==> src/rtl/imem_loader_pkg.sv <==
// Shared types and constants for the instruction-memory loader.
package imem_loader_pkg;

  typedef enum logic [2:0] {
    IDLE,
    HDR,
    LOAD,
    DONE,
    ERR
  } state_t;

  localparam int unsigned BYTES_PER_WORD = 4;
  localparam int unsigned WORD_SHIFT     = 2;
  localparam int unsigned BYTE_W         = 8;
  localparam int unsigned WORD_W         = 32;
  localparam int unsigned LANE_W         = 2;

endpackage

==> src/rtl/imem_loader_word_packer.sv <==
// Little-endian byte-to-word packer; the completed word is presented
// combinationally alongside the byte that finishes it.
module imem_loader_word_packer
  import imem_loader_pkg::*;
(
  input  logic              clk,
  input  logic              rst,
  input  logic              i_clr,
  input  logic              i_byte_en,
  input  logic [BYTE_W-1:0] i_byte,
  output logic [WORD_W-1:0] o_word_c,
  output logic              o_word_valid_c
);

  logic [WORD_W-BYTE_W-1:0] r_shift;
  logic [LANE_W-1:0]        r_lane;

  // Newest byte lands in the top lane; after four bytes byte 0 sits at [7:0].
  assign o_word_c       = {i_byte, r_shift};
  assign o_word_valid_c = i_byte_en && (r_lane == LANE_W'(BYTES_PER_WORD - 1));

  // Shift-in register and lane counter; the lane counter wraps per word.
  always_ff @(posedge clk or posedge rst) begin
    if (rst) begin
      r_shift <= '0;
      r_lane  <= '0;
    end else if (i_clr) begin
      r_shift <= '0;
      r_lane  <= '0;
    end else if (i_byte_en) begin
      r_shift <= o_word_c[WORD_W-1:BYTE_W];
      r_lane  <= r_lane + LANE_W'(1);
    end
  end

endmodule

==> src/rtl/imem_loader.sv <==
// Boot loader: receives a length-prefixed byte image and writes it word by
// word into the instruction memory, holding the CPU in reset until complete.
module imem_loader
  import imem_loader_pkg::*;
#(
  parameter int unsigned DEPTH     = 64,
  parameter logic [31:0] BASE_ADDR = 32'h0000_0000
) (
  input  logic              clk,
  input  logic              rst,
  input  logic              i_start,
  input  logic              i_s_valid,
  input  logic [BYTE_W-1:0] i_s_data,
  output logic              o_s_ready,
  output logic              o_wr_en,
  output logic [WORD_W-1:0] o_wr_addr,
  output logic [WORD_W-1:0] o_wr_data,
  output logic              o_cpu_hold,
  output logic              o_busy,
  output logic              o_done,
  output logic              o_err_len
);

  localparam int unsigned IDX_W = $clog2(DEPTH) + 1;

  state_t            r_state;
  logic [IDX_W-1:0]  r_idx;
  logic [IDX_W-1:0]  r_n;
  logic              r_s_ready;
  logic              r_wr_en;
  logic [WORD_W-1:0] r_wr_addr;
  logic [WORD_W-1:0] r_wr_data;
  logic              r_cpu_hold;
  logic              r_busy;
  logic              r_done;
  logic              r_err_len;

  logic              w_accept;
  logic              w_start_ok;
  logic [WORD_W-1:0] w_word;
  logic              w_word_valid;
  logic [IDX_W-1:0]  w_idx_nxt;

  assign w_accept   = i_s_valid && r_s_ready;
  assign w_start_ok = i_start && ((r_state == IDLE) || (r_state == DONE) || (r_state == ERR));
  assign w_idx_nxt  = r_idx + IDX_W'(1);

  imem_loader_word_packer u_packer (
    .clk            (clk),
    .rst            (rst),
    .i_clr          (w_start_ok),
    .i_byte_en      (w_accept),
    .i_byte         (i_s_data),
    .o_word_c       (w_word),
    .o_word_valid_c (w_word_valid)
  );

  // Loader FSM with write-port registers and status flags.
  always_ff @(posedge clk or posedge rst) begin
    if (rst) begin
      r_state    <= IDLE;
      r_idx      <= '0;
      r_n        <= '0;
      r_s_ready  <= 1'b0;
      r_wr_en    <= 1'b0;
      r_wr_addr  <= BASE_ADDR;
      r_wr_data  <= '0;
      r_cpu_hold <= 1'b1;
      r_busy     <= 1'b0;
      r_done     <= 1'b0;
      r_err_len  <= 1'b0;
    end else begin
      r_wr_en <= 1'b0;
      case (r_state)
        IDLE, DONE, ERR: begin
          if (i_start) begin
            r_state    <= HDR;
            r_idx      <= '0;
            r_s_ready  <= 1'b1;
            r_busy     <= 1'b1;
            r_done     <= 1'b0;
            r_err_len  <= 1'b0;
            r_cpu_hold <= 1'b1;
          end
        end
        HDR: begin
          if (w_word_valid) begin
            if (w_word == '0) begin
              r_state    <= DONE;
              r_s_ready  <= 1'b0;
              r_busy     <= 1'b0;
              r_done     <= 1'b1;
              r_cpu_hold <= 1'b0;
            end else if (w_word > WORD_W'(DEPTH)) begin
              r_state   <= ERR;
              r_s_ready <= 1'b0;
              r_busy    <= 1'b0;
              r_err_len <= 1'b1;
            end else begin
              r_state <= LOAD;
              r_n     <= IDX_W'(w_word);
            end
          end
        end
        LOAD: begin
          if (w_word_valid) begin
            r_wr_en   <= 1'b1;
            r_wr_addr <= BASE_ADDR + (WORD_W'(r_idx) << WORD_SHIFT);
            r_wr_data <= w_word;
            r_idx     <= w_idx_nxt;
            if (w_idx_nxt == r_n) begin
              r_state    <= DONE;
              r_s_ready  <= 1'b0;
              r_busy     <= 1'b0;
              r_done     <= 1'b1;
              r_cpu_hold <= 1'b0;
            end
          end
        end
        default: r_state <= IDLE;
      endcase
    end
  end

  assign o_s_ready  = r_s_ready;
  assign o_wr_en    = r_wr_en;
  assign o_wr_addr  = r_wr_addr;
  assign o_wr_data  = r_wr_data;
  assign o_cpu_hold = r_cpu_hold;
  assign o_busy     = r_busy;
  assign o_done     = r_done;
  assign o_err_len  = r_err_len;

endmodule

==> config.mk <==
export PLATFORM = sky130hd
export DESIGN_NAME = imem_loader
export DESIGN_NICKNAME = d
export VERILOG_FILES = /design/src/rtl/imem_loader_pkg.sv /design/src/rtl/imem_loader_word_packer.sv /design/src/rtl/imem_loader.sv
export SDC_FILE = /design/constraint.sdc
export NUM_CORES = 1
export LEC_CHECK = 0
export ABC_AREA = 1
export BUFFER_PORTS_ARGS = -buffer_cell sky130_fd_sc_hd__buf_2
export CAP_MARGIN = 10
export CORE_UTILIZATION = 35
export DETAILED_ROUTE_END_ITERATION = 7
export PLACE_DENSITY = 0.66
export SLEW_MARGIN = 30
export SYNTH_ARGS = -nofsm -noshare
export SYNTH_HDL_FRONTEND = slang
export SYNTH_SLANG_ARGS = --single-unit
==> constraint.sdc <==
create_clock -name clk -period 2.7 [get_ports clk]
set_clock_uncertainty 0.05 [all_clocks]
set_input_delay 0.135 -clock clk [delete_from_list [all_inputs] [get_ports clk]]
set_output_delay 0.135 -clock clk [all_outputs]
set_load 0.05 [all_outputs]
# Word-level counts from Yosys, hierarchy flattened
# Cells that the tools add are included.
# W data, S select, Z words.
# totals
register_bits	87
in_bits	12
out_inout_bits	70
word_cells	86
# classes
addsub	2
order_cmp	1
eq_ne	14
n_mux	36
bitwise	2
n_reduce_logical	19
# ops
operator	count
$mux W24	2
$gt A32 B7 Y1 const B	1
$logic_not A32 Y1	1
$mux W1	18
$mux W3	6
$mux W7	2
$pmux W7 S2	1
$reduce_and A6 Y1	2
$ne A2 B2 Y1 const B	5
$pmux W1 S3	3
$pmux W3 S3	1
$reduce_and A4 Y1	2
$add A7 B1 Y7 const B	1
$eq A7 B7 Y1	1
$eq A3 B2 Y1 const B	2
$reduce_bool A2 Y1	3
$reduce_and A5 Y1	1
$mux W2	2
$ne A2 B1 Y1 const B	2
$eq A3 B1 Y1 const B	1
$eq A3 B3 Y1 const B	1
$logic_and A1 B1 Y1	3
$logic_not A3 Y1	1
$ne A3 B3 Y1 const B	1
9 further kinds	11

# Logic depth before layout (Yosys ltp)
# Gate-level depths: netlist of run 1.
# depth
word_depth	5
depth_mapped	13

# Modules after synthesis
# Synthesis of run 1 repeated with hierarchy kept, for this count alone.
# unflattened
cells_unflattened	505
hier_area_um2	4262.8
# modules_own_cells
mod	n_inst	cells_each	area_per_inst_um2
imem_loader	1	379	2994.1
imem_loader_word_packer	1	126	1268.7

# Least setup slack after synthesis of run 1
# No wires, ideal clock.
# synth_path
kind	register -> register
startpoint	register o_busy (netlist name)
endpoint	register r_done (netlist: o_done)
setup_time_ns	0.119
t_arrival_ns	1.677
required_ns	2.531
setup_slack_ns	0.854
path_stages_with_launch	10
n_path_buf	0
synth_period_minus_slack_ns	1.846
cell_sequence	dfrtp_1 -> nand2_2 -> inv_2 -> nand2_2 -> nand2_1 -> o21ai_0 -> a21oi_1 -> nand3_2 -> nand2_1 -> nand2_1
# synth_lines
item	line_no	rtl
end signal, assigned	imem_loader.sv:70	r_done <= 1'b0;
end signal, assigned	imem_loader.sv:81	r_done <= 1'b0;
end signal, assigned	imem_loader.sv:92	r_done <= 1'b1;
end, declared	imem_loader.sv:35	logic r_done;

# Worst setup path after layout of run 1
# layout_path
startpoint	register r_idx[0]
endpoint	register r_done (netlist: o_done)
# layout_between
elab_chain_cells	4
# layout_rtl
item	line_no	rtl
start, declared	imem_loader.sv:27	logic [IDX_W-1:0] r_idx;
start signal, assigned	imem_loader.sv:110	r_idx <= w_idx_nxt;
$add A7 B1 Y7	imem_loader.sv:46	assign w_idx_nxt = r_idx + IDX_W'(1);
$eq A7 B7 Y1	imem_loader.sv:111	if (w_idx_nxt == r_n) begin
$ne A2 B2 Y1 (no source line)	--	
$reduce_and A6 Y1 (no source line)	--	
end signal, assigned	imem_loader.sv:70	
end signal, assigned	imem_loader.sv:81	
end signal, assigned	imem_loader.sv:115	r_done <= 1'b1;
# Every way passes these cells.
# A chain may end at the register's enable or synchronous reset.

==> flow_summary.toml, run 1 <==
[outcome]
outcome = "finished, final reports clean"

[place]
dp_hpwl_um = 6090
io_buffers = 56
dp_slack_ns = 0.534
place_congestion = 0.808

[timing]
timing.final.ws_setup_ns = 0.702
setup-tns-final_ns = 0
min_period_ns = 2.00
tightest_slew_ns = 0.757
finalSetupViolations = 0
slew_violations = 0
finalCritPeriodShare_pct = 74.0
maxSlewHeadroom_pct = 49.5
fmax_mhz = 501
finalHoldViolCount = 0
rsz0062_at_grt = "false"

[die]
rows = 38
die_w_um = 110
placeableCoreArea_um2 = 11100
dieArea_um2 = 12000
ioPinCount = 82
start_util_pct = 36.7
die_h_um = 110

[routing]
dr.pass1.iters = 5
wl_per_cell_um = 12.7
via_per_inst = 4.70
num_vias = 3123
drtAntennaViolNets = 0
drt_iter0_drc = 185
route.detailed.drc = 0
finalWirelength_um = 8440

[final_layout]
areaGrowthSynthToFinish_pct = 16.1
nNetsFinal = 533
fillers = 1080
final_common_cell = "nand2_1"
final_layout_size_suffix_gt1_share_pct = 20.2
n_antenna_cell = 0
layout_common_cells = "nand2_1, dfrtp_1, buf_2"
utilization_pct = 42.6

[global_routing]
grt_usage_pct = 15.3
grt_pass1_wl_um = 14200
first_global_vias = 2937
overflow = 0
grt_start_max_net_pins = 77
antenna_found_initial = 0

[synthesis]
netlist_instances = 466
synth_area_um2 = 4070
ys_seq_area_share_pct = 53.6
synth.avg_cell_area_um2 = 8.72
ys_ff_latch = 87
synth_area_leaders = "dfrtp_1, nand2_1, o21ai_0"
synth_top_cell_by_area = "dfrtp_1"
synth_warnings = 0
synth_cell_types = 30
yosysTopAreaCellShare_pct = 52.9

[run]
drv_cap = 0

[worst_setup_path]
crit_required_ns = 2.87
crit_type = "reg2reg"
crit_arrival_ns = 2.17
crit_path_start_kind = "register"
reg2reg_setup_slack_ns = 0.70
crit_path_end_kind = "register"
worstPathMaxFanout = 10

[power]
powerDensity_nw_per_um2 = 802
ir_worst_vdd_v = 0.000369
p_sw_share_pct = 34.7
leakagePower_nw = 2.38
p_switching_mw = 1.31
combPwrFrac_pct = 23.9
p_seq_share_pct = 40.5
total_power_mw = 3.79
intPower_mw = 2.47
clkPwrFrac_pct = 35.6

[clocking]
ctsHtreeMaxLevel = 3
cts_sinks = 87
cts_tree = "yes"
clock_path_buffers = 2
insertion_delay_ns = 0.33
clk_pin_slew_ns = 0.06
cts_made_buffers = 9
root_buffer = "clkbuf_16"

[min_path]
hp-class = "in2reg"
[through the flow]
stage               hold slack (ns)  instances  cell area, um2
CTS                        0.000618        664            4720
global placement              0.230        645            4360
global route                 0.0156        664            4720
floorplan                     0.202        490            4160
detailed placement            0.250        645            4360
finish                     0.000273        664            4720
[registers in the layout, summed over array words and instances (netlist names)]
register          count
o_err_len             1
u_packer.r_lane       2
o_wr_data            32
o_busy                1
o_wr_addr             7
r_idx                 7
r_state               3
o_cpu_hold            1
o_wr_en               1
u_packer.r_shift     24
r_n                   7
o_done                1
[cell type report]
class | instances | area [um2] | share of cell area (%)
clock inverters | 7 | 103 | 2.17
inverters | 53 | 203 | 4.30
clock buffers | 9 | 225 | 4.77
flip-flops and latches | 87 | 2180 | 46.2
repair buffers | 61 | 338 | 7.16
well taps | 140 | 175 | 3.71
multi-input cells | 307 | 1500 | 31.7
[power groups by stage]
stage / clock (mW) / sequential (mW) / combinational [mW]
after floorplan: 0 / 1.61 / 0.684
after global placement: 0 / 1.55 / 0.883
after detailed placement: 0 / 1.56 / 0.904
after CTS: 1.37 / 1.53 / 0.911
after global routing: 1.42 / 1.55 / 1.01
final: 1.35 / 1.53 / 0.903
[kinds of logic (layout without fill, tap and decap cells)]
logic type | count (synthesis) | after routing | share of synthesized area (%)
xor gates and xnor gates | 4 | 4 | 0.862
AOI/OAI and AO/OA | 80 | 80 | 11.0
other | 1 | 25 | 0.0922
and+or+nand+nor | 196 | 196 | 22.1
buffers and inverters | 96 | 130 | 11.8
adders and majority gates | 2 | 2 | 0.615
DFF | 87 | 87 | 53.6
[Yosys cell counts, drive strengths merged]
master,n
inv,53
dfstp,1
o21ai,69
conb,1
nand4,6
xor2,2
buf,39
clkbuf,4
nor2,31
dfrtp,86
a21oi,8
o22ai,3
nand2,112
xnor2,2
nand3,47
ha,2
[repair_timing]
action / 4_1_cts / 5_1_grt
hold buffers: 3 / 0
endpoints found under the hold margin: 44 / 0
buffers inserted: 0 / 0
gates resized for setup: 0 / 1
endpoints found under the setup margin: 0 / 10
[worst paths after layout]
check	from	to	depth (start not counted)
max	r_idx[0]	o_done	12
min	i_s_data[7]	o_wr_data[31]	3
max reg2reg	r_idx[0]	o_done	12
min reg2reg	o_wr_addr[2]	o_wr_addr[2]	2
max in group asynchronous	rst	o_cpu_hold	4
min in group asynchronous	rst	o_wr_data[10]	3
[routing by layer]
metal	vias up	wire length (um)	global-route usage (%)
li1	1546	-	-
met1	1475	3810	19.4
met2	88	4040	25.2
met3	14	451	4.68
met4	0	132	4.57
met5	-	0	0
[critical path: stages (launching register included)]
cell and delay (ns):
dfrtp_1 0.56, ha_1 0.32, nand3_2 0.11, nor2_2 0.12, nand3_1 0.10, nand2_1 0.10, nand2_1 0.05, nand2_1 0.06
nand3_2 0.10, nand2_4 0.09, nand3_2 0.09, nand2_1 0.08, nand2_1 0.05
Note: power is estimated with default switching activity, not from simulation.
==> run 2, diff against run 1 <==
--- a/config.mk
+++ b/config.mk
@@ -10,7 +10,7 @@
 export CAP_MARGIN = 10
 export CORE_UTILIZATION = 35
 export DETAILED_ROUTE_END_ITERATION = 7
-export PLACE_DENSITY = 0.66
+export PLACE_DENSITY = 0.68
 export SLEW_MARGIN = 30
 export SYNTH_ARGS = -nofsm -noshare
 export SYNTH_HDL_FRONTEND = slang
==> constraint.sdc (replaced) <==
create_clock -name clk -period 1.8 [get_ports clk]
set_clock_uncertainty 0.05 [all_clocks]
set_input_delay 0.09 -clock clk [delete_from_list [all_inputs] [get_ports clk]]
set_output_delay 0.09 -clock clk [all_outputs]
set_load 0.05 [all_outputs]
==> run 2 against run 1 <==
  * Critical endpoint is now r_state[1]
  * Flip-flop and latch count unchanged
  * Register-to-register slack worse by 0.62 ns
  * Critical path type unchanged
  * Worst setup slack got worse by 0.62 ns
  * Die area did not move
==> flow_summary.toml, run 2 (synthesis results as in run 1) <==
[die]
rows = 38
placeableCoreArea_um2 = 11100
start_util_pct = 36.7
ioPinCount = 82
die_h_um = 110
die_w_um = 110
dieArea_um2 = 12000

[global_routing]
grt_start_max_net_pins = 43
grt_pass1_wl_um = 15100
overflow = 0
antenna_found_initial = 0
first_global_vias = 3218
grt_usage_pct = 16.4

[routing]
via_per_inst = 4.71
drtAntennaViolNets = 0
drt_iter0_drc = 222
route.detailed.drc = 0
num_vias = 3215
wl_per_cell_um = 13.2
dr.pass1.iters = 6
finalWirelength_um = 9000

[place]
place_congestion = 0.797
io_buffers = 56
dp_slack_ns = 0.0527
dp_hpwl_um = 6360

[worst_setup_path]
critPathMaxStageDelay_ns = 0.41
crit_path_end_kind = "register"
worst-path-buf-inv = 1
reg2reg_setup_slack_ns = 0.08
path_common_cell = "nand3_1"
crit_required_ns = 1.97
crit_arrival_ns = 1.89
worstPathMaxFanout = 9
crit_path_start_kind = "register"
crit_family = "simple AND/OR/NAND/NOR gates"
path_cells = "buf_4 -> nand3_1 -> nand2_1 -> nand3_1 -> nand3_1 -> nor2_2 -> nand3_2 -> nand2_4 -> nand3_4 -> nand2_2 -> nand2_1"
crit_type = "reg2reg"
cp_slowest_cell = "dfrtp_1"

[clocking]
cts_sinks = 87
clk_pin_slew_ns = 0.07
ctsHtreeMaxLevel = 3
insertion_delay_ns = 0.34
clock_path_buffers = 2
cts_made_buffers = 9
cts_tree = "yes"
root_buffer = "clkbuf_16"

[timing]
finalSetupViolations = 0
finalCritPeriodShare_pct = 95.6
fmax_mhz = 581
tightest_slew_ns = 0.645
whs_ns = 0.0763
min_period_ns = 1.72
finalHoldViolCount = 0
maxSlewHeadroom_pct = 56.9
setup-tns-final_ns = 0
rsz0062_at_grt = "true"
slew_violations = 0
timing.final.ws_setup_ns = 0.0789

[outcome]
outcome = "finished, final reports clean"

[final_layout]
fillers = 1062
final_common_cell = "nand2_1"
n_antenna_cell = 0
nNetsFinal = 551
final_layout_size_suffix_gt1_share_pct = 23.1
layout_common_cells = "nand2_1, dfrtp_1, buf_2"
areaGrowthSynthToFinish_pct = 22.5
utilization_pct = 45.0
largest_reg_flops = 32

[min_path]
hp-class = "in2reg"

[power]
ir_worst_vdd_v = 0.000585
leakagePower_nw = 2.47
total_power_mw = 5.92
powerDensity_nw_per_um2 = 1190

[run]
drv_cap = 0
## run 2: report_power, final
group / leakage [nW] / switching, mW / internal [mW]
Sequential: 1.20 / 0.139 / 2.16
Clock: 0.164 / 0.757 / 1.36
Combinational: 1.11 / 1.10 / 0.398
## run 2: area by class of cell
type                    count  area (um2)  area share [%]
clock buffers              11         233            4.67
clock inverters             5         108            2.16
inverters                  53         203            4.07
multi-input cells         308        1580            31.7
flip-flops and latches     87        2180            43.8
well taps                 140         175            3.52
repair buffers             78         505            10.1
## run 2: per-layer routing
metal,vias up,global-route usage (%),wire (um)
li1,1587,-,-
met1,1528,19.8,3960
met2,92,27.7,4510
met3,8,4.98,437
met4,0,5.62,95
met5,-,0,0
## run 2: worst min-delay path, stage by stage
cell and delay (ns):
buf_2 0.10, inv_1 0.08, nor2_4 0.06, nor2_1 0.09
## run 2: repair_timing
action / 4_1_cts / 5_1_grt
setup buffers: 0 / 3
hold buffers: 9 / 0
endpoints found under the setup margin: 0 / 27
resized for setup: 0 / 14
endpoints found under the hold margin: 37 / 0
## run 2: worst paths after layout
check | startpoint | to | depth (start not counted)
hold / removal | i_start | u_packer.r_lane[0] | 4
setup / recovery | r_idx[0] | r_state[1] | 11
max in group asynchronous | rst | o_cpu_hold | 4
setup reg to reg | r_idx[0] | r_state[1] | 11
min in group asynchronous | rst | o_wr_data[4] | 3
hold reg to reg | r_state[0] | r_state[0] | 2
## run 2: stage by stage
| step | cells | area [um2] |
|---|---|---|
| global route | 682 | 4980 |
| global placement | 653 | 4450 |
| CTS | 678 | 4880 |
| finish | 682 | 4980 |
| detailed placement | 653 | 4450 |
| floorplan | 490 | 4160 |
